### src/rtl/fp_pkg.sv
// Shared widths and output-stage state for the floating-point multiplier arbiter.
package fp_pkg;

  localparam int EXP_WIDTH_DEF  = 8;
  localparam int MANT_WIDTH_DEF = 23;
  localparam int NUM_REQ_DEF    = 4;

  typedef enum logic {
    EMPTY = 1'b0,
    FULL  = 1'b1
  } out_state_e;

endpackage

### src/rtl/fp_mul_arbiter_fpmul.sv
// Combinational IEEE-754 style multiplier: round-to-nearest-even, subnormal inputs,
// results below the normal range flush to signed zero and raise underflow.
module floating_point_multiplier #(
  parameter int ExponentWidth = 8,
  parameter int MantissaWidth = 23
) (
  input  logic [ExponentWidth+MantissaWidth:0] a_i,
  input  logic [ExponentWidth+MantissaWidth:0] b_i,
  output logic [ExponentWidth+MantissaWidth:0] p_o,
  output logic                                 underflow_o,
  output logic                                 overflow_o,
  output logic                                 invalid_o
);
  localparam int EW   = ExponentWidth;
  localparam int MW   = MantissaWidth;
  localparam int W    = EW + MW + 1;
  localparam int PW   = 2 * (MW + 1);
  localparam int BIAS = (1 << (EW - 1)) - 1;
  localparam int EMAX = (1 << EW) - 1;

  logic [EW-1:0] ea_s, eb_s;
  logic [MW-1:0] ma_s, mb_s;
  logic          sign_s, a_nan_s, b_nan_s, a_inf_s, b_inf_s, a_zero_s, b_zero_s;
  logic [PW-1:0] prod_s, norm_s;
  logic [MW:0]   mant_r_s;
  logic          round_s;
  int            lead_s, exp_s;

  assign sign_s   = a_i[W-1] ^ b_i[W-1];
  assign ea_s     = a_i[W-2:MW];
  assign eb_s     = b_i[W-2:MW];
  assign ma_s     = a_i[MW-1:0];
  assign mb_s     = b_i[MW-1:0];
  assign a_nan_s  = (ea_s == {EW{1'b1}}) && (ma_s != '0);
  assign b_nan_s  = (eb_s == {EW{1'b1}}) && (mb_s != '0);
  assign a_inf_s  = (ea_s == {EW{1'b1}}) && (ma_s == '0);
  assign b_inf_s  = (eb_s == {EW{1'b1}}) && (mb_s == '0);
  assign a_zero_s = (ea_s == '0) && (ma_s == '0);
  assign b_zero_s = (eb_s == '0) && (mb_s == '0);
  assign prod_s   = PW'({ea_s != '0, ma_s}) * PW'({eb_s != '0, mb_s});

  // Normalise on the leading one so subnormal operands land correctly, then round.
  always_comb begin
    lead_s = 0;
    for (int i = 0; i < PW; i++) begin
      lead_s = prod_s[i] ? i : lead_s;
    end
    norm_s   = prod_s << (PW - 1 - lead_s);
    round_s  = norm_s[PW-2-MW] & ((|norm_s[PW-3-MW:0]) | norm_s[PW-1-MW]);
    mant_r_s = {1'b0, norm_s[PW-2 -: MW]} + {{MW{1'b0}}, round_s};
    exp_s    = ((ea_s == '0) ? 1 : int'(ea_s)) + ((eb_s == '0) ? 1 : int'(eb_s))
               - BIAS + lead_s - (PW - 2) + int'(mant_r_s[MW]);
  end

  always_comb begin
    p_o         = '0;
    underflow_o = 1'b0;
    overflow_o  = 1'b0;
    invalid_o   = 1'b0;
    // NaNs are returned as the canonical quiet NaN carrying the NaN operand's sign.
    if (a_nan_s) begin
      p_o       = {a_i[W-1], {EW{1'b1}}, 1'b1, {(MW-1){1'b0}}};
      invalid_o = 1'b1;
    end else if (b_nan_s) begin
      p_o       = {b_i[W-1], {EW{1'b1}}, 1'b1, {(MW-1){1'b0}}};
      invalid_o = 1'b1;
    end else if ((a_inf_s && b_zero_s) || (b_inf_s && a_zero_s)) begin
      p_o       = {1'b0, {EW{1'b1}}, 1'b1, {(MW-1){1'b0}}};
      invalid_o = 1'b1;
    end else if (a_inf_s || b_inf_s) begin
      p_o        = {sign_s, {EW{1'b1}}, {MW{1'b0}}};
      overflow_o = 1'b1;
    end else if (a_zero_s || b_zero_s) begin
      p_o = {sign_s, {(W-1){1'b0}}};
    end else if (exp_s >= EMAX) begin
      p_o        = {sign_s, {EW{1'b1}}, {MW{1'b0}}};
      overflow_o = 1'b1;
    end else if (exp_s <= 0) begin
      p_o         = {sign_s, {(W-1){1'b0}}};
      underflow_o = 1'b1;
    end else begin
      p_o = {sign_s, exp_s[EW-1:0], mant_r_s[MW-1:0]};
    end
  end

endmodule

### src/rtl/fp_mul_arbiter_rr.sv
// Round-robin requester selection: first active request at or after ptr_i, wrapping.
module rr_arbiter #(
  parameter int NumReq   = 4,
  parameter int IdxWidth = 2
) (
  input  logic [NumReq-1:0]   req_i,
  input  logic [IdxWidth-1:0] ptr_i,
  output logic [NumReq-1:0]   grant_o,
  output logic [IdxWidth-1:0] idx_o,
  output logic                valid_o
);

  // Scan from the farthest offset down so the nearest request to ptr_i wins.
  always_comb begin
    grant_o = '0;
    idx_o   = '0;
    valid_o = 1'b0;
    for (int off = NumReq - 1; off >= 0; off--) begin
      if (req_i[(int'(ptr_i) + off) % NumReq]) begin
        idx_o   = IdxWidth'((int'(ptr_i) + off) % NumReq);
        valid_o = 1'b1;
      end else begin
        idx_o   = idx_o;
      end
    end
    grant_o[idx_o] = valid_o;
  end

endmodule

### src/rtl/fp_mul_arbiter.sv
// N requesters share one multiplier through a round-robin grant and a 1-entry output stage.
// Optional sticky exception flags are built when FP_MUL_ARB_STICKY_FLAGS_EN is defined.
module fp_mul_arbiter
  import fp_pkg::*;
#(
  parameter int ExponentWidth = EXP_WIDTH_DEF,
  parameter int MantissaWidth = MANT_WIDTH_DEF,
  parameter int NumRequesters = NUM_REQ_DEF
) (
  input  logic                                                       clk,
  input  logic                                                       rst,
  input  logic [NumRequesters-1:0]                                   req_valid,
  output logic [NumRequesters-1:0]                                   req_ready,
  input  logic [NumRequesters*(ExponentWidth+MantissaWidth+1)-1:0]   req_a,
  input  logic [NumRequesters*(ExponentWidth+MantissaWidth+1)-1:0]   req_b,
  output logic                                                       resp_valid,
  input  logic                                                       resp_ready,
  output logic [ExponentWidth+MantissaWidth:0]                       resp_data,
  output logic [$clog2(NumRequesters)-1:0]                           resp_id,
  output logic                                                       resp_underflow,
  output logic                                                       resp_overflow,
  output logic                                                       resp_invalid
`ifdef FP_MUL_ARB_STICKY_FLAGS_EN
  ,
  input  logic                                                       flags_clear,
  output logic                                                       sticky_underflow,
  output logic                                                       sticky_overflow,
  output logic                                                       sticky_invalid
`endif
);
  localparam int W  = ExponentWidth + MantissaWidth + 1;
  localparam int IW = $clog2(NumRequesters);

  out_state_e             state_q, state_d;
  logic [IW-1:0]          ptr_q, ptr_d, gidx_s, id_q;
  logic [NumRequesters-1:0] grant_s;
  logic                   any_s, can_accept_s, xfer_s;
  logic [W-1:0]           a_sel_s, b_sel_s, prod_s, data_q;
  logic                   uf_s, of_s, inv_s, uf_q, of_q, inv_q;

  rr_arbiter #(.NumReq(NumRequesters), .IdxWidth(IW)) u_rr (
    .req_i(req_valid), .ptr_i(ptr_q), .grant_o(grant_s), .idx_o(gidx_s), .valid_o(any_s)
  );

  assign a_sel_s = req_a[gidx_s*W +: W];
  assign b_sel_s = req_b[gidx_s*W +: W];

  floating_point_multiplier #(.ExponentWidth(ExponentWidth), .MantissaWidth(MantissaWidth)) u_mul (
    .a_i(a_sel_s), .b_i(b_sel_s), .p_o(prod_s),
    .underflow_o(uf_s), .overflow_o(of_s), .invalid_o(inv_s)
  );

  assign can_accept_s = (state_q == EMPTY) || resp_ready;
  assign req_ready    = (can_accept_s && !rst) ? grant_s : '0;
  assign xfer_s       = any_s && can_accept_s && !rst;

  always_comb begin
    state_d = state_q;
    ptr_d   = ptr_q;
    case (state_q)
      EMPTY:   state_d = xfer_s ? FULL : EMPTY;
      FULL:    state_d = (xfer_s || !resp_ready) ? FULL : EMPTY;
      default: state_d = EMPTY;
    endcase
    if (xfer_s) begin
      ptr_d = (gidx_s == IW'(NumRequesters - 1)) ? '0 : gidx_s + IW'(1);
    end else begin
      ptr_d = ptr_q;
    end
  end

  always_ff @(posedge clk) begin
    if (rst) begin
      state_q <= EMPTY;
      ptr_q   <= '0;
      data_q  <= '0;
      id_q    <= '0;
      uf_q    <= 1'b0;
      of_q    <= 1'b0;
      inv_q   <= 1'b0;
    end else begin
      state_q <= state_d;
      ptr_q   <= ptr_d;
      if (xfer_s) begin
        data_q <= prod_s;
        id_q   <= gidx_s;
        uf_q   <= uf_s;
        of_q   <= of_s;
        inv_q  <= inv_s;
      end
    end
  end

  assign resp_valid     = (state_q == FULL);
  assign resp_data      = data_q;
  assign resp_id        = id_q;
  assign resp_underflow = uf_q;
  assign resp_overflow  = of_q;
  assign resp_invalid   = inv_q;

`ifdef FP_MUL_ARB_STICKY_FLAGS_EN
  logic [2:0] sticky_q, sticky_d;
  logic       fire_s;

  assign fire_s = resp_valid && resp_ready;

  // A flag raised on the same cycle as flags_clear survives the clear.
  always_comb begin
    sticky_d = flags_clear ? 3'b000 : sticky_q;
    if (fire_s) begin
      sticky_d = sticky_d | {uf_q, of_q, inv_q};
    end else begin
      sticky_d = sticky_d;
    end
  end

  always_ff @(posedge clk) begin
    if (rst) begin
      sticky_q <= 3'b000;
    end else begin
      sticky_q <= sticky_d;
    end
  end

  assign sticky_underflow = sticky_q[2];
  assign sticky_overflow  = sticky_q[1];
  assign sticky_invalid   = sticky_q[0];
`endif

endmodule

### config.mk
export PLATFORM = sky130hd
export DESIGN_NAME = fp_mul_arbiter
export DESIGN_NICKNAME = d
export VERILOG_FILES = /design/src/rtl/fp_pkg.sv /design/src/rtl/fp_mul_arbiter_fpmul.sv /design/src/rtl/fp_mul_arbiter_rr.sv /design/src/rtl/fp_mul_arbiter.sv
export SDC_FILE = /design/constraint.sdc
export NUM_CORES = 2
export LEC_CHECK = 0
export CAP_MARGIN = 20
export CORE_MARGIN = 8
export CORE_UTILIZATION = 32
export DETAILED_ROUTE_END_ITERATION = 7
export HOLD_SLACK_MARGIN = 0.12
export SYNTH_ARGS = -nofsm -noshare
export SYNTH_HDL_FRONTEND = slang
export SYNTH_HIERARCHICAL = 1
export SYNTH_SLANG_ARGS = --single-unit
### constraint.sdc
create_clock -name clk -period 27.6 [get_ports clk]
set_clock_uncertainty 0.15 [all_clocks]
set_input_delay 2.76 -clock clk [delete_from_list [all_inputs] [get_ports clk]]
set_output_delay 2.76 -clock clk [all_outputs]
set_load 0.005 [all_outputs]
Word-level counts from Yosys, hierarchy flattened:

Index checks and enable logic that the tools add are counted.

* $add $sub $neg: 11
* multiply operators: 1
* $lt $le $gt $ge: 8
* eq/ne operators: 3
* shift-type cells: 3
* muxes and demuxes: 98
* bitwise operators: 8
* reduce and logical (&&, ||, !) cells: 31

Operator list (number)
* $mux W32: 49
* $shiftx A128 B8 Y32: 2
* $mux W31: 4
* $add A32 B32 Y32: 2
* $mul A24 B24 Y48: 1
* $shl A48 B32 Y47: 1
* $logic_not A23 Y1: 2
* $reduce_bool A23 Y1: 2
* $add A32 B2 Y32: 1
* $ge A32 B9 Y1 const B: 1
* $le A32 B1 Y1 const B: 1
* $sub A32 B7 Y32 const B: 1
* $sub A32 B8 Y32 const B: 1
* $sub A7 B32 Y32 const A: 1
* $mux W1: 31
* $add A23 B1 Y24: 1
* $reduce_or A23 Y1: 1
* $eq A8 B8 Y1 const B: 2
* $logic_not A8 Y1: 2
* $mux W8: 2
* $reduce_bool A8 Y1: 2
* $logic_and A1 B1 Y1: 12
* $lt A3 B4 Y1 const B: 3
* $mux W2: 5
* other kinds (18): 33

* bits in registers: 40
* input port bits: 263
* output and inout bits: 42

Logic depth before layout (Yosys ltp):

* depth in word-level cells: 75
* gate-level depth with buffers: 73
* gate-level depth less buffers: 64

Cells and area by module:

Netlist, hierarchy kept.

By module, submodules not included
* floating_point_multiplier: times used 1, cells each 3273, area each 25956.1 um^2, sequential area each 0.0 um^2
* fp_mul_arbiter: times used 1, cells each 215, area each 3158.0 um^2, sequential area each 800.8 um^2
* rr_arbiter: times used 1, cells each 30, area each 175.2 um^2, sequential area each 0.0 um^2

Worst setup path before layout:

Ideal clock, no wire load.

* path kind: input port to flip-flop
* start: in req_valid[2]
* end: reg data_q[10] (netlist: resp_data[10])
* setup time: 0.121 ns
* data arrival time: 18.262 ns
* required time: 27.329 ns
* path slack: 9.067 ns
* cell stages on the path: 65
* path through: nor2b_2 o21bai_1 a211oi_1 buf_2 buf_4 mux4_2 nor4_1 nand2_1 and2_1 fa_1 fa_1 fa_1 inv_1 fa_1 fa_1 fa_1 inv_1 fa_1 (+29 left out) a21oi_1 nor2_1 nor2_1 o21bai_1 a21oi_1 nor2b_1 o21ai_0 nand2b_1 fa_1 nor4b_1 nor2b_1 a31oi_1 nand2_1 or2_2 clkbuf_1 clkbuf_1 nor2_1 mux2_4

* elaborated cells between the ends (all ways): 114
* those cells by class: 7 x add/sub; 1 x mul; 2 x order compare; 2 x eq/ne; 3 x shift; 75 x mux; 2 x bitwise; 22 x reduce/logical

RTL lines
* start, declared: RTL line fp_mul_arbiter.sv:12 `input logic [NumRequesters-1:0] req_valid,`
* $bmux W1 S2: RTL line fp_mul_arbiter_rr.sv:19 `if (req_i[(int'(ptr_i) + off) % NumReq]) begin`
* $mux W1 (implied by the code) (2 in series): RTL line fp_mul_arbiter_rr.sv:19
* $mux W2 (3 in series): RTL line fp_mul_arbiter_rr.sv:19
* $mux W2 *: RTL line fp_mul_arbiter_rr.sv:19
* named net gidx_s[0]: RTL line fp_mul_arbiter.sv:35 `logic [IW-1:0] ptr_q, ptr_d, gidx_s, id_q;`
* $shiftx A128 B8 Y32 *: RTL line fp_mul_arbiter.sv:45 `assign a_sel_s = req_a[gidx_s*W +: W];`
* named net a_sel_s[27]: RTL line fp_mul_arbiter.sv:38 `logic [W-1:0] a_sel_s, b_sel_s, prod_s, data_q;`
* $reduce_bool A8 Y1: RTL line fp_mul_arbiter_fpmul.sv:40 `assign prod_s = PW'({ea_s != '0, ma_s}) * PW'({eb_s != '0, mb_s});`
* (+34 left out)
* $mux W31: RTL line fp_mul_arbiter_fpmul.sv:78 `end else if (exp_s <= 0) begin`
* $mux W31: RTL line fp_mul_arbiter_fpmul.sv:75 `end else if (exp_s >= EMAX) begin`
* $mux W31: RTL line fp_mul_arbiter_fpmul.sv:73 `end else if (a_zero_s || b_zero_s) begin`
* $mux W31: RTL line fp_mul_arbiter_fpmul.sv:70 `end else if (a_inf_s || b_inf_s) begin`
* $mux W32: RTL line fp_mul_arbiter_fpmul.sv:67 `end else if ((a_inf_s && b_zero_s) || (b_inf_s && a_zero_s)) begin`
* $mux W32: RTL line fp_mul_arbiter_fpmul.sv:64 `end else if (b_nan_s) begin`
* $mux W32 *: RTL line fp_mul_arbiter_fpmul.sv:61 `if (a_nan_s) begin`
* named net prod_s[10]: RTL line fp_mul_arbiter.sv:38
* end signal, assigned: RTL line fp_mul_arbiter.sv:85 `data_q <= prod_s;`
* end, declared: RTL line fp_mul_arbiter.sv:38

Mark *: on every way through the listed nets, which the timed path passes. The rest lies on a longest branch. The select of a mux whose other input is x is not followed.
A chain may end at the register's enable or synchronous reset.

Worst setup path in the final report:

* start: in req_valid[0]
* end: reg data_q[22] (netlist: resp_data[22])

Same word-level chain as after synthesis.

==> impl_metrics.tcl <==
set metrics [dict create \
    status "completed" \
    dp_hpwl_mm 81.66 \
    dr.pass1.iters 6 \
    slew_headroom_pct 17.52 \
    die_area_um2 101500 \
    cp_data_arrival_time_ns 22.38 \
    cts_hold_buf 0 \
    clock.fmax_mhz 44.73 \
    synth_fp_nets 4473 \
    min_period_ns 22.35 \
    clk_pin_slew_ns 0.06 \
    hold_depth 3 \
    worst_skew_pair.late_latency_ns 0.29 \
    worstSetupStartpointType "primary input" \
    slowest_stage "nor4_1" \
    ant_nets 0 \
    cts_buffers 5 \
    vias 26060 \
    tns_ns 0 \
    rr_startpoint "ptr_q[0]" \
    synth_edf_count 0 \
    overflow 0 \
    cts_setup_buffers 0 \
    required_ns 27.63 \
    worst_pin_slew_ns 1.226 \
    route.detailed.drc 0 \
    rsz0062_at_grt "no" \
    path_delay_family "simple AND/OR/NAND/NOR gates" \
    ys_warn_count 6 \
    cts_tree "done" \
    multi_input_area_um2 25360 \
    layout.cells.non_filler 4843 \
    initial_core_util_pct 32.10 \
    hold_viol 0 \
    vias_per_cell 5.380 \
    synth_cell_types 113 \
    drive_gt1_share_pct 5.668 \
    rows 111 \
    htreeDepth 2 \
    hold_end "resp_valid" \
    regArea_um2 800.8 \
    synth-async-reset-ratio_pct 0 \
    placed_cells 4830 \
    pin_count 305 \
    reg2reg_depth 61 \
    die_y_um 318.5 \
    cap_violations 0 \
    detail_route.iter0.violations 2213 \
    clock_sinks 40 \
    core_area_um2 91250 \
    holdCritPathClass "register to register" \
    netlist.area_leader.share_pct 33.22 \
    routedWlPerCell_um 20.81 \
    crit_type "primary input to register" \
    clock_path_buffers 2 \
    syn_inst 3518 \
    syn-cell-area_um2 29290 \
    max_stage_delay_ns 1.04 \
    ys_seq_area_share_pct 2.734 \
    synth_commonest_cells "inv_1 (598), fa_1 (486), nand2_1 (437), and2_1 (302), ha_1 (206)" \
    period_share_pct 80.99 \
    grt_pass1_vias 27170 \
    synth-seq-cells 40 \
    cts-root-buf "clkbuf_16" \
    synthMostInstantiatedCell "inv_1" \
    portBuffers 304 \
    slew_viol_final 0 \
    layout.nets 4606 \
    grt_pass1_wl_mm 160.3 \
    grtUsageTotal_pct 19.49 \
    synthFlopType "dfxtp_1" \
    place.gp.congestion 0.9588 \
    avgSynthCellArea_um2 8.326 \
    synth_area_leaders "fa_1 (33%), ha_1 (8.8%), inv_1 (7.7%)" \
    finalSetupViolCount 0 \
    timing.rr.end "resp_data[22]" \
    hold_start "resp_valid" \
    endpoint_kind "register" \
    r2r_slack_ns 7.74 \
    fp.dieW_um 318.5 \
    fillerInstances 9383 \
    cts_resized 0 \
    areaGrowthSynthToFinish_pct 13.86 \
    wl_mm 100.8 \
    crit_fanout 33 \
    crit_buf_inv 7 \
    synth_largest_area_cell "fa_1" \
    grt_max_degree 49 \
    antenna_found_initial 8 \
    cp_common_cell "fa_1" \
]
## metal layers
| metal | vias to the layer above | wire length, um | track usage, % |
|---|---|---|---|
| met5 | - | 0 | 0 |
| met1 | 13110 | 45490 | 27.27 |
| met3 | 119 | 8368 | 4.319 |
| met4 | 0 | 1757 | 3.332 |
| met2 | 1044 | 45180 | 31.11 |
| li1 | 11790 | - | - |
## area by class of cell
cell class                 instances  area share [%]
antenna                            5         0.03752
clock buffer                       6          0.4165
clock inverter                     2          0.1163
inverter                         602           6.776
multi-input combinational       2670           76.05
sequential                        40           2.401
tap                             1186           4.450
timing repair buffer             332           9.755
## layout by cell type, fill, tap and decap left out, types with 11 or more instances in the layout
cell type        synthesis  layout
a211o_1                 14      14
a211oi_1                30      29
a21o_1                  37      37
a21oi_1                139     139
a22oi_1                 15      15
a31oi_1                 11      11
and2_1                 302     302
and3_1                  16      16
buf_4                    7      28
clkdlybuf4s50_1          0     304
dfxtp_1                 40      40
fa_1                   486     486
ha_1                   206     206
inv_1                  598     598
mux2_2                  40      40
mux2i_1                 37      37
mux4_2                  66      66
nand2_1                437     437
nand2b_1                14      14
nand3_1                 51      51
nand4_1                 24      24
nor2_1                 145     145
nor2b_1                 52      52
nor3_1                  71      71
nor4_1                  32      32
o211ai_1                26      26
o21a_1                  12      12
o21ai_0                 66      66
o21ai_1                 14      14
o21bai_1                13      13
o22ai_1                 18      18
o31ai_1                 14      14
or3_1                   13      13
xnor2_1                 44      44
xor2_1                  23      23
## worst max-delay path by stage
stage | from | end | slack (ns) | cells after the start
6_report | req_valid[0] | resp_data[22] | 5.25 | 62
5_1_grt | req_valid[2] | resp_data[22] | 4.30 | 67
4_1_cts | req_valid[2] | resp_data[22] | 5.60 | 66
3_5_place_dp | req_valid[0] | resp_data[22] | 5.41 | 62
3_3_place_gp | req_valid[2] | resp_data[22] | 5.46 | 66
2_1_floorplan | req_valid[2] | resp_data[10] | 9.07 | 65
## worst reg2reg max path, delay by kind of cell, from the launching register on
kind | cells | cell delay (ns)
and+or+nand+nor | 24 | 6.97
buffers and inverters | 6 | 1.27
xor gates and xnor gates | 1 | 0.41
adders and majority gates | 13 | 5.43
AOI/OAI and AO/OA | 15 | 4.26
DFF | 1 | 0.53
muxes | 2 | 0.76
## sequential cells by signal, summed over array words and instances (netlist names)
signal	count
resp_invalid	1
resp_data	32
resp_overflow	1
resp_underflow	1
resp_valid	1
ptr_q	2
resp_id	2
## stage by stage
stage / setup WS, ns / utilization [%] / hold WS [ns] / cell area, um2
4_1_cts: 5.603 / 36.53 / 0.4465 / 33340
3_5_place_dp: 5.406 / 36.34 / 0.4319 / 33160
3_3_place_gp: 5.465 / 36.34 / 0.4277 / 33160
2_1_floorplan: 9.067 / - / 0.4107 / 29290
6_report: 5.246 / 36.55 / 0.4444 / 33350
5_1_grt: 4.298 / 36.53 / 0.4604 / 33340
## kinds of logic (layout without fill, tap and decap cells)
kind of cell    after synthesis  after routing  share of synthesized area [%]
compound gates              545            545                          13.07
xor+xnor                     68             68                          2.059
fa+ha+maj                   692            692                          42.02
buf+inv                     808            942                          10.75
flops                        40             40                          2.734
mux                         153            153                          8.390
other cells                   0              5                              0
simple gates               1212           1212                          20.98
Power is not shown: default switching activity piles up to over one toggle a cycle in this logic, so the estimate is an artifact.
